`src/rtl/alu_issue_seq_if.sv`:
```
// Command and result handshake bundle for alu_issue_seq.
// master: command producer / result consumer; slave: the sequencer.
// cmd_chain is present only when ALU_ISSUE_SEQ_CHAIN_EN is defined.
interface alu_issue_seq_if;
   logic       cmd_valid;
   logic       cmd_ready;
   logic [3:0] cmd_x;
   logic [3:0] cmd_y;
   logic [3:0] cmd_op;
`ifdef ALU_ISSUE_SEQ_CHAIN_EN
   logic       cmd_chain;
`endif
   logic       res_valid;
   logic       res_ready;
   logic [7:0] res_data;
   logic       res_err;

`ifdef ALU_ISSUE_SEQ_CHAIN_EN
   modport master (output cmd_valid, cmd_x, cmd_y, cmd_op, cmd_chain, res_ready,
                   input  cmd_ready, res_valid, res_data, res_err);
   modport slave  (input  cmd_valid, cmd_x, cmd_y, cmd_op, cmd_chain, res_ready,
                   output cmd_ready, res_valid, res_data, res_err);
`else
   modport master (output cmd_valid, cmd_x, cmd_y, cmd_op, res_ready,
                   input  cmd_ready, res_valid, res_data, res_err);
   modport slave  (input  cmd_valid, cmd_x, cmd_y, cmd_op, res_ready,
                   output cmd_ready, res_valid, res_data, res_err);
`endif
endinterface

```
`src/rtl/alu_issue_seq.sv`:
```
// Issue/writeback sequencer for a 4-bit combinational ALU; optional operand chaining via ALU_ISSUE_SEQ_CHAIN_EN.
// Latency: accept edge -> operands loaded next edge -> result valid after the following edge (2 cycles).
// Backpressure: cmd_ready = !full; a held result (res_ready low) stalls issue, FIFO keeps filling.
module alu_issue_seq #(
   parameter int DEPTH = 4
) (
   input  logic                 clk,
   input  logic                 rst_n,
   alu_issue_seq_if.slave       bus,
   output logic [3:0]           alu_x,
   output logic [3:0]           alu_y,
   output logic [3:0]           alu_op,
   input  logic [3:0]           alu_o,
   input  logic [7:0]           alu_product,
   output logic                 busy
);

   localparam int AW = $clog2(DEPTH);
   localparam int CW = AW + 1;

   typedef enum logic [1:0] {IDLE, EXEC, DONE} state_t;

   typedef struct packed {
`ifdef ALU_ISSUE_SEQ_CHAIN_EN
      logic       chain;
`endif
      logic [3:0] op;
      logic [3:0] y;
      logic [3:0] x;
   } cmd_t;

   cmd_t            mem_q [DEPTH];
   logic [AW-1:0]   wr_ptr_q, rd_ptr_q;
   logic [CW-1:0]   count_q;
   state_t          state_q;
   logic [3:0]      alu_x_q, alu_y_q, alu_op_q;
   logic [7:0]      res_data_q;
   logic            res_err_q, res_valid_q;

   cmd_t            wr_cmd, head;
   logic            fifo_full, fifo_nempty, push, pop;
   logic [3:0]      load_x;
   logic [7:0]      cap_data;
   logic            cap_err;

   assign fifo_full   = (count_q == CW'(DEPTH));
   assign fifo_nempty = (count_q != '0);
   assign push        = bus.cmd_valid && !fifo_full;
   // A head is consumed when idle, or when the held result is handed off.
   assign pop         = fifo_nempty &&
                        ((state_q == IDLE) || ((state_q == DONE) && bus.res_ready));
   assign head        = mem_q[rd_ptr_q];

   assign bus.cmd_ready = !fifo_full;
   assign bus.res_valid = res_valid_q;
   assign bus.res_data  = res_data_q;
   assign bus.res_err   = res_err_q;
   assign alu_x         = alu_x_q;
   assign alu_y         = alu_y_q;
   assign alu_op        = alu_op_q;
   assign busy          = (state_q != IDLE) || fifo_nempty;

   // Pack the incoming command into a FIFO entry and pick the x operand at load.
   always_comb begin
      wr_cmd.op = bus.cmd_op;
      wr_cmd.y  = bus.cmd_y;
      wr_cmd.x  = bus.cmd_x;
`ifdef ALU_ISSUE_SEQ_CHAIN_EN
      wr_cmd.chain = bus.cmd_chain;
      // res_data_q always holds the most recent capture (0 after reset).
      load_x = head.chain ? res_data_q[3:0] : head.x;
`else
      load_x = head.x;
`endif
   end

   // Select the result width and error flag from the opcode in flight.
   always_comb begin
      cap_data = {4'b0000, alu_o};
      cap_err  = 1'b0;
      case (alu_op_q)
         4'b1010: cap_data = alu_product;
         4'b1011: begin
            if (alu_y_q == 4'd0) begin
               cap_data = 8'hFF;
               cap_err  = 1'b1;
            end else begin
               cap_data = alu_product;
            end
         end
         4'b1100, 4'b1101, 4'b1110, 4'b1111: begin
            cap_data = 8'h00;
            cap_err  = 1'b1;
         end
         default: ;
      endcase
   end

   // Command storage; entries beyond the pointers are don't-care, so no reset.
   always_ff @(posedge clk) begin
      if (push) mem_q[wr_ptr_q] <= wr_cmd;
   end

   // FIFO pointers and occupancy; simultaneous push and pop leave count unchanged.
   always_ff @(posedge clk or negedge rst_n) begin
      if (!rst_n) begin
         wr_ptr_q <= '0;
         rd_ptr_q <= '0;
         count_q  <= '0;
      end else begin
         if (push) wr_ptr_q <= wr_ptr_q + AW'(1);
         if (pop)  rd_ptr_q <= rd_ptr_q + AW'(1);
         case ({push, pop})
            2'b10:   count_q <= count_q + CW'(1);
            2'b01:   count_q <= count_q - CW'(1);
            default: ;
         endcase
      end
   end

   // Sequencer FSM with registered ALU operands and result outputs.
   always_ff @(posedge clk or negedge rst_n) begin
      if (!rst_n) begin
         state_q     <= IDLE;
         alu_x_q     <= '0;
         alu_y_q     <= '0;
         alu_op_q    <= '0;
         res_data_q  <= '0;
         res_err_q   <= 1'b0;
         res_valid_q <= 1'b0;
      end else begin
         if (pop) begin
            alu_x_q  <= load_x;
            alu_y_q  <= head.y;
            alu_op_q <= head.op;
         end
         case (state_q)
            IDLE: begin
               if (fifo_nempty) state_q <= EXEC;
            end
            EXEC: begin
               res_data_q  <= cap_data;
               res_err_q   <= cap_err;
               res_valid_q <= 1'b1;
               state_q     <= DONE;
            end
            DONE: begin
               if (bus.res_ready) begin
                  res_valid_q <= 1'b0;
                  state_q     <= fifo_nempty ? EXEC : IDLE;
               end
            end
            default: state_q <= IDLE;
         endcase
      end
   end

endmodule

```
`src/flat_wrapper.sv`:
```
// flat-port wrapper written by rule: the top's interface ports become plain ports
module alu_issue_seq_flat 
#(
   parameter int DEPTH = 4
)
  (clk, rst_n, alu_x, alu_y, alu_op, alu_o, alu_product, busy, bus_cmd_valid, bus_cmd_x, bus_cmd_y, bus_cmd_op, bus_res_ready, bus_cmd_ready, bus_res_valid, bus_res_data, bus_res_err);
  alu_issue_seq_if bus_i ();
  input  logic clk;
  input  logic rst_n;
  output logic [3:0] alu_x;
  output logic [3:0] alu_y;
  output logic [3:0] alu_op;
  input  logic [3:0] alu_o;
  input  logic [7:0] alu_product;
  output logic busy;
  input wire logic [$bits(bus_i.cmd_valid)-1:0] bus_cmd_valid;
  input wire logic [$bits(bus_i.cmd_x)-1:0] bus_cmd_x;
  input wire logic [$bits(bus_i.cmd_y)-1:0] bus_cmd_y;
  input wire logic [$bits(bus_i.cmd_op)-1:0] bus_cmd_op;
  input wire logic [$bits(bus_i.res_ready)-1:0] bus_res_ready;
  output wire logic [$bits(bus_i.cmd_ready)-1:0] bus_cmd_ready;
  output wire logic [$bits(bus_i.res_valid)-1:0] bus_res_valid;
  output wire logic [$bits(bus_i.res_data)-1:0] bus_res_data;
  output wire logic [$bits(bus_i.res_err)-1:0] bus_res_err;
  assign bus_i.cmd_valid = bus_cmd_valid;
  assign bus_i.cmd_x = bus_cmd_x;
  assign bus_i.cmd_y = bus_cmd_y;
  assign bus_i.cmd_op = bus_cmd_op;
  assign bus_i.res_ready = bus_res_ready;
  assign bus_cmd_ready = bus_i.cmd_ready;
  assign bus_res_valid = bus_i.res_valid;
  assign bus_res_data = bus_i.res_data;
  assign bus_res_err = bus_i.res_err;
  alu_issue_seq #(.DEPTH(DEPTH)) u_core (.clk(clk), .rst_n(rst_n), .bus(bus_i), .alu_x(alu_x), .alu_y(alu_y), .alu_op(alu_op), .alu_o(alu_o), .alu_product(alu_product), .busy(busy));
endmodule
```
`config.mk`:
```
export PLATFORM = sky130hd
export DESIGN_NAME = alu_issue_seq_flat
export DESIGN_NICKNAME = d
export VERILOG_FILES = /design/src/rtl/alu_issue_seq_if.sv /design/src/rtl/alu_issue_seq.sv /design/src/flat_wrapper.sv
export SDC_FILE = /design/constraint.sdc
export NUM_CORES = 1
export LEC_CHECK = 0
export ABC_AREA = 1
export BUFFER_PORTS_ARGS = -buffer_cell sky130_fd_sc_hd__buf_2
export CAP_MARGIN = 40
export CORE_ASPECT_RATIO = 0.5
export CORE_MARGIN = 3
export CORE_UTILIZATION = 50
export DETAILED_ROUTE_END_ITERATION = 8
export MAX_ROUTING_LAYER = met4
export PLACE_DENSITY_LB_ADDON = 0.08
export SYNTH_ARGS = -nofsm -noshare
export SYNTH_HDL_FRONTEND = slang
export SYNTH_SLANG_ARGS = --single-unit
```
`constraint.sdc`:
```
create_clock -name clk -period 2.7 [get_ports clk]
set_clock_uncertainty 0.1 [all_clocks]
set_input_delay 0.405 -clock clk [delete_from_list [all_inputs] [get_ports clk]]
set_output_delay 0.405 -clock clk [all_outputs]
set_load 0.01 [all_outputs]
```
==> metrics.md <==
| Metric | Value |
|---|---|
| Cells after Synth | `313` |
| Resized cells post-CTS | `0` |
| IO Pins | `52` |
| Worst-path clk slew | `0.05 ns` |
| Final GP Congestion | `0.781` |
| PD cells | `around 1200 nW/µm²` |
| Yosys warning total | `0` |
| Vias in the first global route | `2292` |
| Fin cells | `462` |
| Post-synth top area share | `0.430` |
| Max-cap violations | `0` |
| Max FO, Critical Path | `17` |
| Final hold vios | `0` |
| Clock latency on the worst-skew pair | `roughly 0.33 ns` |
| Arr. time, crit path | `2.37 ns` |
| Terminus of the critical flop-to-flop path | `u_core.count_q[2]$_DFFE_PN0P_` |
| Initial Util | `0.533` |
| Die area | `about 7800 µm²` |
| EDFF count, synth | `between 40 and 50` |
| H-tree levels | `3` |
| Core area | `6280 µm²` |
| Initial antenna violation count | `0` |
| Synth Net Count | `347` |
| Die height | `63.9 µm` |
| Worst path required time | `2.85 ns` |
| Min cycle time layout | `2.22 ns` |
| Chip width | `122 µm` |
| Drt wl/cell | `14.3 µm` |
| Critical Path Start Type | `flip-flop` |
| Syn_area_per_cell | `10.7 µm²` |
| Remaining global-route overflow | `0` |
| Post-synth ARST share | `0.392` |
| Inst Count DP | `about 450` |
| Largest area contributor in the netlist | `edfxtp_1` |
| Actual slew at the worst max-slew pin | `0.801 ns` |
| Pins over their slew limit | `0` |
| Ranking of synthesized cells by area | `edfxtp_1, dfrtp_1, nand2_1` |
| Reg-to-Reg Start | `u_core.state_q[1]$_DFFE_PN0P_` |
| Total Wirelength | `6620 µm` |
| R2r setup slk | `0.48 ns` |
| Clk root buf | `clkbuf_16` |
| Worst VDD drop | `between 0.5 and 0.6 mV` |
| First-pass GRT wire length | `11000 µm` |
| Hold slack | `0.0135 ns` |
| Layout cell share with drive strength beyond 1 | `0.222` |
| WS Path Type | `flip-flop to flip-flop` |
| TritonCTS clock tree | `yes` |
| Seq/Total Area, Yosys | `0.662` |
| Initial DRC Count | `198` |
| Pre-CTS WS | `0.410 ns` |
| Port bufs | `51` |
| Filler cells | `507` |
| Setup TNS | `0 ns` |
| # Post-CTS Setup Buffers | `0` |
| Clk sinks | `79` |
| Rows | `20` |
| Rel. slew slack | `0.466` |
| Period utilisation layout | `0.821` |
| Final Instance Area | `3970 µm²` |
| Synthesized cell area | `about 3300 µm²` |
| Num CTS Buffers | `9` |
| Fmax | `451 MHz` |
| Status | `completed` |
| Ant. Diodes | `0` |
| Crit. End Element | `flip-flop` |
| FF+latch count, synth | `79` |
| Ys flop type | `edfxtp_1` |
| Cell area after placement | `3670 µm²` |
| Pin count of the biggest net entering global routing | `32` |
| Final nets | `404` |
| # DRC | `0` |
| Worst Hold Class | `input port to async pin` |
| Clk buf depth | `2` |
| # hold bufs at CTS | `0` |
| Worst reg-to-reg path cell count | `12` |
| Netlist cell types | `25` |
| Global Route Usage Sum | `0.195` |
| Vias | `2274` |
| RSZ-0062 raised after global routing | `no` |
| Post-DP HPWL | `4420 µm` |
| DRT Pass-1 Iters | `4` |
| Pleak | `1.75 nW` |
| Post-route ant nets | `0` |
| Area growth syn-to-layout | `18.7%` |
| Final setup margin | `0.484 ns` |
| Vias per cell | `4.92` |
| Final setup fails | `0` |
## report_power, final
group / switching [mW] / internal (mW)
Clock: 0.430 / 0.801
Combinational: 1.06 / 0.592
Sequential: 0.287 / 1.68
## critical path: stages, from the launching register on
cell,delay (ns)
dfrtp_1,0.40
inv_2,0.07
nor2_2,0.03
nand2_2,0.07
nand3_4,0.19
inv_2,0.25
ha_1,0.18
inv_1,0.07
fa_1,0.38
nor2_1,0.12
nor2_1,0.06
nand2_1,0.07
xor2_1,0.14
## state kept, by name (all words and copies together) (netlist names), 3 cells and up
register and flops:
u_core.alu_y 4, u_core.alu_x 4, u_core.bus.res_data 8, u_core.count_q 3
u_core.mem_q 48, u_core.alu_op 4
## through the flow
step	total power [mW]	util
global route	5.21	0.633
floorplan	3.15	-
detailed placement	3.65	0.584
global placement	3.57	0.584
CTS	4.91	0.633
finish	4.84	0.633
## cell families (layout without fill, tap and decap cells)
| family | count (synthesis) | in the layout | synth area share |
|---|---|---|---|
| adder cells (fa/ha/maj) | 6 | 6 | 0.0247 |
| flip-flops | 79 | 79 | 0.662 |
| XOR/XNOR | 5 | 5 | 0.0131 |
| AND/OR/NAND/NOR | 135 | 135 | 0.167 |
| AO/OA/AOI/OAI | 51 | 51 | 0.0770 |
| buffers and inverters | 37 | 98 | 0.0564 |
## cell type report
class	count	area (µm²)	share of cell area
multi-input combinational	197	942	0.237
sequential	79	2220	0.558
inverter	26	100	0.0252
clock buffer	11	233	0.0586
clock inverter	4	71.3	0.0179
tap	88	110	0.0277
timing repair buffer	57	300	0.0756
## layout by cell type, fill, tap and decap left out, drive strengths merged
master | netlist | layout
clkinv | 0 | 1
a21oi | 3 | 3
xor2 | 3 | 3
nand2 | 67 | 67
clkbuf | 0 | 11
nand4 | 3 | 3
fa | 1 | 1
nand3 | 5 | 5
edfxtp | 48 | 48
o21ai | 46 | 46
bufinv | 0 | 2
xnor2 | 2 | 2
inv | 26 | 26
nor2 | 60 | 60
ha | 5 | 5
clkinvlp | 0 | 1
a31oi | 2 | 2
dfrtp | 31 | 31
buf | 11 | 57
## routing by layer
layer | share of wire | vias to the layer above | track usage
met2 | 0.44 | 59 | 0.289
met4 | 0.011 | 0 | 0.0824
met3 | 0.062 | 8 | 0.0628
met5 | 0 | - | -
met1 | 0.49 | 1060 | 0.251
li1 | - | 1147 | -
## worst max path at each step
stage                                  start                       endpoint  slack, ns
6_report       u_core.state_q[1]$_DFFE_PN0P_  u_core.count_q[2]$_DFFE_PN0P_       0.48
5_1_grt        u_core.state_q[1]$_DFFE_PN0P_  u_core.count_q[2]$_DFFE_PN0P_       0.34
4_1_cts        u_core.state_q[1]$_DFFE_PN0P_  u_core.count_q[2]$_DFFE_PN0P_       0.46
3_5_place_dp                   bus_res_ready  u_core.count_q[2]$_DFFE_PN0P_       0.41
3_3_place_gp                   bus_res_ready  u_core.count_q[2]$_DFFE_PN0P_       0.53
2_1_floorplan  u_core.state_q[1]$_DFFE_PN0P_  u_core.count_q[2]$_DFFE_PN0P_       0.78
## cells in the mapped netlist (2+ instances only)
library cell  instances
a21oi_1               3
a31oi_1               2
buf_2                 2
buf_4                 6
buf_6                 3
dfrtp_1              31
edfxtp_1             48
ha_1                  5
inv_1                20
inv_2                 5
nand2_1              65
nand2_2               2
nand3_1               3
nand4_1               3
nor2_1               56
nor2_2                3
o21ai_0              33
o21ai_1              13
xnor2_1               2
xor2_1                3
No activity file was read; power rests on OpenSTA's default activity.
